--- config.mk ---
export PLATFORM = sky130hd
export DESIGN_NAME = score_uart_tx
export DESIGN_NICKNAME = d
export VERILOG_FILES = /design/src/rtl/snake_pkg.sv /design/src/rtl/score_uart_tx.sv
export SDC_FILE = /design/constraint.sdc
export NUM_CORES = 1
export LEC_CHECK = 0
export CORE_UTILIZATION = 53
export DETAILED_ROUTE_END_ITERATION = 10
export PLACE_DENSITY = 0.79
export SLEW_MARGIN = 20
export SYNTH_ARGS = -nofsm -noshare
export SYNTH_HDL_FRONTEND = slang
export SYNTH_SLANG_ARGS = --single-unit
--- constraint.sdc ---
create_clock -name clk -period 2.2 [get_ports clk]
set_clock_uncertainty 0.15 [all_clocks]
set_input_delay 0.33 -clock clk [delete_from_list [all_inputs] [get_ports clk]]
set_output_delay 0.33 -clock clk [all_outputs]
set_load 0.1 [all_outputs]
--- src/rtl/snake_pkg.sv ---
// Shared types and ASCII helpers for the score UART transmitter.
// The byte values here are what the host terminal expects on the wire.
package snake_pkg;

  typedef enum logic [1:0] {IDLE, SEND, GAP} uart_tx_state_t;

  localparam logic [7:0] CH_S     = 8'h53;
  localparam logic [7:0] CH_H     = 8'h48;
  localparam logic [7:0] CH_COLON = 8'h3A;
  localparam logic [7:0] CH_CR    = 8'h0D;
  localparam logic [7:0] CH_LF    = 8'h0A;
  localparam logic [7:0] CH_QMARK = 8'h3F;
  localparam logic [7:0] CH_ZERO  = 8'h30;

  // Non-decimal nibbles show up as '?' so a corrupted BCD value is visible on the host.
  function automatic logic [7:0] ascii_digit(input logic [3:0] digit);
    return (digit > 4'd9) ? CH_QMARK : (CH_ZERO + {4'h0, digit});
  endfunction

endpackage

--- src/rtl/score_uart_tx.sv ---
// Sends "S:nn\r\n" / "H:nn\r\n" over a byte-wide UART port whenever a score report is requested.
// One request can wait while a line is in flight; newer requests replace it and are counted as drops.
module score_uart_tx
  import snake_pkg::*;
#(
  parameter int GAP_CYCLES = 1,
  parameter bit SEND_CRLF  = 1'b1
) (
  input  logic       clk,
  input  logic       nRst,
  input  logic       report_i,
  input  logic [3:0] bcd_tens,
  input  logic [3:0] bcd_ones,
  input  logic       game_over,
  input  logic       txready,
  output logic [7:0] txdata,
  output logic       txclk,
  output logic       busy,
  output logic [7:0] dropped
);

  localparam logic [2:0] LAST_IDX = SEND_CRLF ? 3'd5 : 3'd3;
  localparam int GW = (GAP_CYCLES > 1) ? $clog2(GAP_CYCLES) : 1;
  localparam logic [GW-1:0] GAP_LOAD = GW'(GAP_CYCLES - 1);

  uart_tx_state_t state;
  logic [2:0]     idx;
  logic [GW-1:0]  gap_cnt;
  logic           last_sent;
  logic           pending;
  logic [3:0]     snap_tens, snap_ones;
  logic           snap_go;
  logic [3:0]     msg_tens, msg_ones;
  logic           msg_go;

  function automatic logic [7:0] byte_sel(input logic [2:0] i, input logic [3:0] tens,
                                          input logic [3:0] ones, input logic go);
    case (i)
      3'd0:    return go ? CH_H : CH_S;
      3'd1:    return CH_COLON;
      3'd2:    return ascii_digit(tens);
      3'd3:    return ascii_digit(ones);
      3'd4:    return CH_CR;
      3'd5:    return CH_LF;
      default: return CH_QMARK;
    endcase
  endfunction

  assign txclk = (state == SEND) & txready;
  assign busy  = (state != IDLE) | pending;

  always_ff @(posedge clk or negedge nRst) begin
    if (!nRst) begin
      state     <= IDLE;
      idx       <= 3'd0;
      gap_cnt   <= '0;
      last_sent <= 1'b0;
      pending   <= 1'b0;
      snap_tens <= 4'd0;
      snap_ones <= 4'd0;
      snap_go   <= 1'b0;
      msg_tens  <= 4'd0;
      msg_ones  <= 4'd0;
      msg_go    <= 1'b0;
      txdata    <= 8'h00;
      dropped   <= 8'd0;
    end else begin
      if (report_i) begin
        snap_tens <= bcd_tens;
        snap_ones <= bcd_ones;
        snap_go   <= game_over;
        // A pending request is only lost when it is not being taken up on this same edge.
        if (pending && (state != IDLE) && (dropped != 8'hFF)) dropped <= dropped + 8'd1;
      end

      if ((state == IDLE) && pending) pending <= report_i;
      else if (report_i)              pending <= 1'b1;

      case (state)
        IDLE: begin
          if (pending) begin
            state    <= SEND;
            idx      <= 3'd0;
            msg_tens <= snap_tens;
            msg_ones <= snap_ones;
            msg_go   <= snap_go;
            txdata   <= byte_sel(3'd0, snap_tens, snap_ones, snap_go);
          end
        end
        SEND: begin
          if (txready) begin
            state     <= GAP;
            gap_cnt   <= GAP_LOAD;
            last_sent <= (idx == LAST_IDX);
            if (idx != LAST_IDX) begin
              idx    <= idx + 3'd1;
              txdata <= byte_sel(idx + 3'd1, msg_tens, msg_ones, msg_go);
            end
          end
        end
        GAP: begin
          if (gap_cnt == '0) state <= last_sent ? IDLE : SEND;
          else               gap_cnt <= gap_cnt - 1'b1;
        end
        default: state <= IDLE;
      endcase
    end
  end

endmodule

==> flow_metrics.tcl <==
set metrics [dict create \
    status "completed" \
    hold_path.class "flop to flop" \
    numPortBuffers 29 \
    cts-buffers-inserted 5 \
    area_growth_pct 21.6 \
    totalWireLength_um 3680 \
    die_y_um 62.8 \
    crit_type "flop to flop" \
    cts_root_buf "clkbuf_8" \
    setup_tns_ns 0 \
    insertion_delay_ns 0.29 \
    start_util_pct 56.9 \
    vias 1398 \
    antenna_found_initial 0 \
    finalWeightedCongestion 0.922 \
    die_area_um2 3940 \
    synth-edff-count 0 \
    diodes 0 \
    rows 21 \
    drt_iter0_markers 121 \
    clockBufferDepth 2 \
    ant_nets 0 \
    crit_fanout 9 \
    multiInputGateArea_um2 900 \
    synth_warnings 0 \
    layout-drive-gt1-share_pct 30.0 \
    die_x_um 62.8 \
    start_kind "flop" \
    clock-sinks 40 \
    synthArstFlopShare_pct 100 \
    min_period_over_period_pct 93.1 \
    dp_hpwl_um 2740 \
    cp.required_ns 2.23 \
    fill_cells 269 \
    final_cell_mix "dfrtp_1, mux2_2, buf_4" \
    slew_violations 0 \
    grt_setup_unrepaired "no" \
    ys.flop_type "dfrtp_1" \
    core_um2 3440 \
    final_common_cell "dfrtp_1" \
    wl_per_cell_um 15.0 \
    io_pins 31 \
    layout_min_cycle_time_ns 2.05 \
    mappedNetlistArea_um2 1960 \
    ff_latch_area_um2 1000 \
    synth_cell_types 47 \
    yosysSeqAreaShare_pct 51.1 \
    grt_overflow_total 0 \
    clk_pin_slew_ns 0.07 \
    grt_usage_pct 21.6 \
    synthesis.nets 184 \
    arrival_ns 2.08 \
    maxCapViolations 0 \
    nets 218 \
    ys_ff_latch 40 \
    synth_area_per_cell_um2 11.9 \
    dr.pass1.iters 4 \
    tritoncts "yes" \
    max_freq_ghz 0.488 \
    vias_per_cell 5.68 \
    grt_pass1_vias 1416 \
    hold_viol_final 0 \
    grt_pass1_wl_um 6630 \
    drc 0 \
    setup_viol 0 \
    cts_max_level 2 \
    synth_cells 165 \
    grt_max_degree 23 \
    crit_path_end_kind "flop" \
]
[final timing paths]
path                       cells after the start  slack [ns]                       to                   start
max reg2reg                                    6        0.15    txdata[3]$_DFFE_PN0P_      idx[1]$_DFFE_PN0P_
min                                            1        0.35   dropped[5]$_DFFE_PN0P_  dropped[5]$_DFFE_PN0P_
max in group asynchronous                      3        0.98       idx[0]$_DFFE_PN0P_                    nRst
max                                            6        0.15    txdata[3]$_DFFE_PN0P_      idx[1]$_DFFE_PN0P_
min in group asynchronous                      2        0.38  msg_ones[0]$_DFFE_PN0P_                    nRst
min reg2reg                                    1        0.35   dropped[5]$_DFFE_PN0P_  dropped[5]$_DFFE_PN0P_
[cell type report]
| cell class | count | area share [%] |
|---|---|---|
| Clock buffer | 7 | 3.62 |
| Clock inverter | 1 | 0.315 |
| Timing Repair Buffer | 33 | 12.6 |
| Multi-Input combinational cell | 112 | 37.8 |
| Sequential cell | 40 | 42.2 |
| Tap cell | 46 | 2.42 |
| Inverter | 7 | 1.10 |
[per-stage QoR]
stage | util [%] | cell area (um2) | hold slack, ns | instances | setup WS, ns
global route | 69.2 | 2380 | 0.372 | 246 | 0.0252
floorplan | - | 1960 | -0.116 | 165 | 0.106
finish | 69.2 | 2380 | 0.355 | 246 | 0.152
detailed placement | 66.2 | 2280 | 0.169 | 237 | 0.190
CTS | 69.2 | 2380 | 0.361 | 246 | 0.151
global placement | 66.2 | 2280 | 0.156 | 237 | 0.257
[worst max-delay path, stage by stage (launching register included)]
cell,delay (ns)
dfrtp_1,0.42
inv_1,0.12
ha_1,0.36
nand2_1,0.18
a31oi_4,0.30
nor2_2,0.11
mux2_2,0.29
[synthesized netlist by cell type, types with 2 or more instances]
| library cell | number | area, um2 |
|---|---|---|
| o21ai_0 | 8 | 40.0 |
| and3_1 | 2 | 12.5 |
| a22o_1 | 2 | 17.5 |
| dfrtp_1 | 40 | 1000 |
| a21o_1 | 4 | 30.0 |
| a21oi_1 | 4 | 20.0 |
| buf_4 | 2 | 15.0 |
| a2bb2oi_1 | 3 | 26.3 |
| nand3_1 | 6 | 30.0 |
| inv_1 | 7 | 26.3 |
| o22ai_1 | 2 | 12.5 |
| a22oi_1 | 2 | 15.0 |
| mux2_2 | 19 | 214 |
| clkbuf_1 | 2 | 7.51 |
| xor2_1 | 2 | 17.5 |
| o211ai_1 | 3 | 22.5 |
| nor3_1 | 4 | 20.0 |
| ha_1 | 6 | 75.1 |
| nor2b_1 | 3 | 18.8 |
| and2_1 | 2 | 12.5 |
| xnor2_1 | 6 | 52.6 |
| nand2_1 | 7 | 26.3 |
| buf_2 | 2 | 10.0 |
| nor2_1 | 4 | 15.0 |
[per-layer routing]
layer  share of wire [%]  up-vias  track usage (%)
li1                    -      659                -
met1                  45      687             28.0
met2                  49       48             34.8
met3                 5.3        4             6.57
met4                 1.0        0             6.69
met5                   0        -                0
[flip-flops by register name (all words and copies together), names as in the netlist]
register / flops
dropped: 8
txdata: 7
msg_ones: 4
msg_tens: 4
snap_ones: 4
snap_tens: 4
idx: 3
state: 2
last_sent: 1
msg_go: 1
pending: 1
snap_go: 1
[kinds of logic (layout without fill, tap and decap cells)]
kind of cell	count (synthesis)	after routing	synth area share [%]
AOI/OAI and AO/OA	39	39	15.5
xor gates and xnor gates	9	9	4.41
adders and majority gates	6	6	3.83
buffers and inverters	13	48	3.00
DFF	40	40	51.1
muxes	19	19	10.9
other	1	1	0.191
and+or+nand+nor	38	38	11.0
[what timing repair did]
item / in CTS / in global routing
setup endpoints to repair: 0 / 1
hold endpoints to repair: 20 / 0
resized for setup: 0 / 1
buffers inserted: 0 / 0
hold buffers: 1 / 0
Power is not shown: default switching activity piles up to over one toggle a cycle in this logic, so the estimate is an artifact.
